[config.mk]
export PLATFORM = sky130hd
export DESIGN_NAME = shift_reg_univ
export DESIGN_NICKNAME = d
export VERILOG_FILES = /design/src/rtl/shift_reg_pkg.sv /design/src/rtl/shift_reg_cell.sv /design/src/rtl/shift_reg_univ.sv
export SDC_FILE = /design/constraint.sdc
export NUM_CORES = 1
export LEC_CHECK = 0
export CAP_MARGIN = 20
export CORE_ASPECT_RATIO = 1.4
export CORE_MARGIN = 3
export CORE_UTILIZATION = 39
export DETAILED_ROUTE_END_ITERATION = 16
export GPL_ROUTABILITY_DRIVEN = 0
export GPL_TIMING_DRIVEN = 0
export PLACE_DENSITY = 0.78
export SLEW_MARGIN = 20
export SYNTH_ARGS = -nofsm -noshare
export SYNTH_HDL_FRONTEND = slang
export SYNTH_SLANG_ARGS = --single-unit
[constraint.sdc]
create_clock -name i_clk -period 1.4 [get_ports i_clk]
set_clock_uncertainty 0.1 [all_clocks]
set_input_delay 0.14 -clock i_clk [delete_from_list [all_inputs] [get_ports i_clk]]
set_output_delay 0.14 -clock i_clk [all_outputs]
set_load 0.01 [all_outputs]
[src/rtl/shift_reg_pkg.sv]
// ============================================================================
// Module      : shift_reg_pkg
// Description : Mode encodings and direction constants shared by the
//               universal shift register and its per-bit cells.
// Revision    : 1.0 - initial release
// ============================================================================
`default_nettype none

package shift_reg_pkg;

    typedef enum logic [1:0] {
        MODE_HOLD = 2'b00,
        MODE_SHL  = 2'b01,
        MODE_SHR  = 2'b10,
        MODE_LOAD = 2'b11
    } mode_t;

    localparam logic c_DIR_LEFT  = 1'b0;
    localparam logic c_DIR_RIGHT = 1'b1;

endpackage

`default_nettype wire

[src/rtl/shift_reg_cell.sv]
// ============================================================================
// Module      : shift_reg_cell
// Description : One register bit: 4:1 mode mux feeding a synchronous-reset flop.
// Revision    : 1.0 - initial release
// ============================================================================
`default_nettype none

module shift_reg_cell
    import shift_reg_pkg::*;
(
    input  logic  i_clk,
    input  logic  i_rst,
    input  logic  i_en,
    input  mode_t i_mode,
    input  logic  i_from_lo,
    input  logic  i_from_hi,
    input  logic  i_p,
    output logic  o_q
);

    logic r_q_q;
    logic w_q_d;

    always_comb begin
        w_q_d = r_q_q;
        if (i_en) begin
            case (i_mode)
                MODE_SHL:  w_q_d = i_from_lo;
                MODE_SHR:  w_q_d = i_from_hi;
                MODE_LOAD: w_q_d = i_p;
                default:   w_q_d = r_q_q;
            endcase
        end
    end

    always_ff @(posedge i_clk) begin
        if (i_rst) begin
            r_q_q <= 1'b0;
        end else begin
            r_q_q <= w_q_d;
        end
    end

    assign o_q = r_q_q;

endmodule

`default_nettype wire

[src/rtl/shift_reg_univ.sv]
// ============================================================================
// Module      : shift_reg_univ
// Description : Universal shift register with per-direction word counter and
//               a one-cycle word-complete strobe.
// Revision    : 1.0 - initial release
// ============================================================================
`default_nettype none

module shift_reg_univ
    import shift_reg_pkg::*;
#(
    parameter int WIDTH = 8,
    parameter int CNT_W = $clog2(WIDTH)
) (
    input  logic             i_clk,
    input  logic             i_rst,
    input  logic             i_en,
    input  logic [1:0]       i_mode,
    input  logic             i_d,
    input  logic [WIDTH-1:0] i_p,
    output logic [WIDTH-1:0] o_q,
    output logic             o_sout_l,
    output logic             o_sout_r,
    output logic [CNT_W-1:0] o_cnt,
    output logic             o_word_vld
);

    localparam logic [CNT_W-1:0] c_CNT_LAST = CNT_W'(WIDTH - 1);
    localparam logic [CNT_W-1:0] c_CNT_ONE  = CNT_W'(1);

    mode_t            w_mode;
    logic [WIDTH-1:0] w_q;

    assign w_mode = mode_t'(i_mode);

    generate
        for (genvar gi = 0; gi < WIDTH; gi++) begin : g_cell
            logic w_from_lo;
            logic w_from_hi;

            if (gi == 0) begin : g_lsb
                assign w_from_lo = i_d;
            end else begin : g_lo
                assign w_from_lo = w_q[gi-1];
            end

            if (gi == WIDTH - 1) begin : g_msb
                assign w_from_hi = i_d;
            end else begin : g_hi
                assign w_from_hi = w_q[gi+1];
            end

            shift_reg_cell u_cell (
                .i_clk     (i_clk),
                .i_rst     (i_rst),
                .i_en      (i_en),
                .i_mode    (w_mode),
                .i_from_lo (w_from_lo),
                .i_from_hi (w_from_hi),
                .i_p       (i_p[gi]),
                .o_q       (w_q[gi])
            );
        end
    endgenerate

    logic [CNT_W-1:0] r_cnt_q;
    logic [CNT_W-1:0] w_cnt_d;
    logic             r_dir_q;
    logic             w_dir_d;
    logic             r_vld_q;
    logic             w_vld_d;
    logic             w_shift;
    logic             w_shift_dir;

    assign w_shift     = i_en && ((w_mode == MODE_SHL) || (w_mode == MODE_SHR));
    assign w_shift_dir = (w_mode == MODE_SHR) ? c_DIR_RIGHT : c_DIR_LEFT;

    // A direction change restarts the word with the incoming bit as shift 1.
    always_comb begin
        w_cnt_d = r_cnt_q;
        w_dir_d = r_dir_q;
        w_vld_d = 1'b0;
        if (i_en && (w_mode == MODE_LOAD)) begin
            w_cnt_d = '0;
        end else if (w_shift) begin
            if (w_shift_dir != r_dir_q) begin
                w_cnt_d = c_CNT_ONE;
                w_dir_d = w_shift_dir;
            end else if (r_cnt_q == c_CNT_LAST) begin
                w_cnt_d = '0;
                w_vld_d = 1'b1;
            end else begin
                w_cnt_d = r_cnt_q + c_CNT_ONE;
            end
        end
    end

    always_ff @(posedge i_clk) begin
        if (i_rst) begin
            r_cnt_q <= '0;
            r_dir_q <= c_DIR_LEFT;
            r_vld_q <= 1'b0;
        end else begin
            r_cnt_q <= w_cnt_d;
            r_dir_q <= w_dir_d;
            r_vld_q <= w_vld_d;
        end
    end

    assign o_q        = w_q;
    assign o_sout_l   = w_q[WIDTH-1];
    assign o_sout_r   = w_q[0];
    assign o_cnt      = r_cnt_q;
    assign o_word_vld = r_vld_q;

endmodule

`default_nettype wire

==> impl_metrics.env <==
export IMPL_crit_arrival_ns=1.54
export IMPL_fmax_mhz=706
export IMPL_clock_root_buffer="clkbuf_4"
export IMPL_cp_cell_sequence="ha_4 > ha_4 > inv_2 > or3_4 > a21oi_2"
export IMPL_grt_max_degree=11
export IMPL_holdPathStages=3
export IMPL_crit_family="adder cells"
export IMPL_num_nets_final=145
export IMPL_fin_crit_ns=1.42
export IMPL_cpPeakStageDelay_ns=0.36
export IMPL_vias=758
export IMPL_cts_sinks=13
export IMPL_r2r_cells=5
export IMPL_setup_violations_final=1
export IMPL_clk_latency_ns=0.28
export IMPL_netSwitchingPower_mw=0.259
export IMPL_dieArea_mm2=0.00254
export IMPL_p_seq_frac=0.460
export IMPL_synth_fp_nets=110
export IMPL_ys_ff_latch=13
export IMPL_syn_to_final_growth_pct=58.4
export IMPL_hpwl_um=1330
export IMPL_layout_commonest_cell="dlygate4sd2_1"
export IMPL_finalInstanceArea_mm2=0.00121
export IMPL_final_period_utilization=1.01
export IMPL_cp_slowest_cell="dfxtp_4"
export IMPL_clk_pin_slew_worst_paths_ns=0.08
export IMPL_cp_max_fo=3
export IMPL_ios=28
export IMPL_netSwitchingFraction=0.285
export IMPL_slew_headroom=0.701
export IMPL_numPlacedInstances=137
export IMPL_hold_class="input pin to flop"
export IMPL_wl_per_cell_um=12.3
export IMPL_final_core_util=0.666
export IMPL_grt_pass1_vias=798
export IMPL_drv_cap=0
export IMPL_final_layout_size_suffix_gt1_frac=0.339
export IMPL_netlist_area_um2=767
export IMPL_final_cell_mix="15 x dlygate4sd2_1, 12 x buf_4, 11 x clkdlybuf4s50_1, 10 x nand2_1"
export IMPL_gr_total_overflow=0
export IMPL_r2r_end="o_cnt[2]"
export IMPL_cts_tree="done"
export IMPL_clock_path_buffers=2
export IMPL_placed_area_mm2=0.00108
export IMPL_ir_worst_vdd_mv=0.529
export IMPL_cp_depth=5
export IMPL_core_area_mm2=0.00182
export IMPL_r2r_start="o_cnt[0]"
export IMPL_placementRows=18
export IMPL_power_density_mw_per_mm2=747
export IMPL_grt_pass1_wl_um=3210
export IMPL_htreeDepth=1
export IMPL_ys_warn_count=0
export IMPL_rsz0062_at_grt="true"
export IMPL_worst_r2r_setup_slack_ns=-0.02
export IMPL_cp_start_kind="flop"
export IMPL_status="complete, but fails checks"
export IMPL_die_h_um=58.5
export IMPL_internal_power_mw=0.649
export IMPL_start_util=0.420
export IMPL_track_usage=0.159
export IMPL_hold_path_endpoint="g_cell[7].u_cell.o_q"
export IMPL_wirelength_um=1770
export IMPL_p_leak_nw=0.530
export IMPL_cp_required_ns=1.52
export IMPL_drt_iter0_markers=23
export IMPL_numCtsBuffers=3
export IMPL_die_w_um=43.5
export IMPL_end_kind="flop"
export IMPL_drcViolationCount=0
export IMPL_antenna_left=0
export IMPL_antenna_found_initial=0
export IMPL_drt_first_pass_iters=4
export IMPL_port_buffers=27
export IMPL_power_total_mw=0.907
export IMPL_synth_cell_types=25
export IMPL_maxSlewViolCount=0
export IMPL_worst_slack_ns=-0.0163
export IMPL_syn_area_per_cell_um2=8.52
export IMPL_avgViaCountPerCell=5.26
export IMPL_comb_power_share=0.275
export IMPL_violations="setup timing"
export IMPL_finalHoldViolations=0
export IMPL_syn_inst=90
export IMPL_num_antenna_cells=0
export IMPL_ys_seq_area_frac=0.339
export IMPL_critPathKind="flop to flop"
export IMPL_final_cells=144
export IMPL_worst_pin_slew_ns=0.449
export IMPL_worstHoldStart="i_d"
export IMPL_cp_buffers_inverters=1
export IMPL_crit_top_cell="ha_4"
export IMPL_power_frac_clock=0.265
==> state kept, by name, indices dropped and copies added (netlist names) <==
register / cells
o_word_vld: 1
g_cell.u_cell.o_q: 8
r_dir_q: 1
o_cnt: 3
==> area by class of cell <==
class                           count  area (µm²)
Multi-Input combinational cell     61         489
Clock buffer                        4        26.3
Timing Repair Buffer               30         277
Fill cell                         151         609
Inverter                            3        11.3
Tap cell                           20        25.0
Buffer                             13         111
Sequential cell                    13         275
==> cell families after synthesis <==
kind of cell | synth area share
simple gates | 0.188
buf+inv | 0.140
flops | 0.339
xor+xnor | 0.0114
compound gates | 0.223
fa+ha+maj | 0.0979
==> cells in the mapped netlist, drive strengths merged <==
library cell	instances	share of area
and2	1	0.0082
buf	11	0.11
a311oi	8	0.091
nand2	11	0.054
o21a	1	0.0098
a21o	1	0.011
dfxtp	13	0.34
nor2b	2	0.016
a21oi	5	0.033
inv	3	0.015
nor3	2	0.013
nor4	1	0.0082
ha	6	0.098
or3	1	0.0082
nor2	10	0.049
o21ai	1	0.0065
nand4b	1	0.011
nor3b	2	0.020
xor2	1	0.011
clkbuf	2	0.011
a22oi	6	0.059
a2bb2o	1	0.013
==> worst min-delay path: cells and delay by family <==
kind | cells | cell delay, ns
and+or+nand+nor | 1 | 0.06
AOI/OAI and AO/OA | 1 | 0.08
buffers and inverters | 1 | 0.42
==> how the worst max path moves through the flow <==
stage,from,end,slack (ns)
floorplan,o_cnt[0],o_cnt[2],0.002
global placement,i_mode[0],g_cell[2].u_cell.o_q,-0.55
detailed placement,i_mode[0],g_cell[2].u_cell.o_q,-0.56
CTS,o_cnt[0],o_cnt[2],-0.04
global route,o_cnt[0],o_cnt[2],-0.06
finish,o_cnt[0],o_cnt[2],-0.02
==> metrics by stage <==
stage / setup TNS, ns / worst slack [ns] / hold WS (ns)
2_1_floorplan: 0 / 0.00160 / 0.199
3_3_place_gp: -5.74 / -0.546 / 0.370
3_5_place_dp: -6.14 / -0.565 / 0.382
4_1_cts: -0.0411 / -0.0411 / 0.357
5_1_grt: -0.0564 / -0.0564 / 0.359
6_report: -0.0163 / -0.0163 / 0.367
==> per-layer routing <==
metal | part of all wire | GRT usage | up-vias
met5 | 0 | 0 | -
met2 | 0.50 | 0.266 | 21
met1 | 0.42 | 0.200 | 351
li1 | - | - | 382
met3 | 0.052 | 0.0183 | 4
met4 | 0.019 | 0.0776 | 0
==> power by group through the flow <==
stage / Clock (mW) / Sequential (mW) / Combinational [mW]
after floorplan: 0 / 0.421 / 0.126
after global placement: 0 / 0.421 / 0.235
after detailed placement: 0 / 0.423 / 0.237
after CTS: 0.245 / 0.418 / 0.246
after global routing: 0.269 / 0.421 / 0.275
final: 0.241 / 0.417 / 0.249
==> what timing repair did <==
| action | in CTS | in global routing |
|---|---|---|
| buffers inserted | 2 | 1 |
| hold buffers | 0 | 0 |
| pin swaps | 4 | 2 |
| endpoints found under the setup margin | 25 | 2 |
| gates resized for setup | 39 | 4 |
Power figures use the tool's default switching activity.
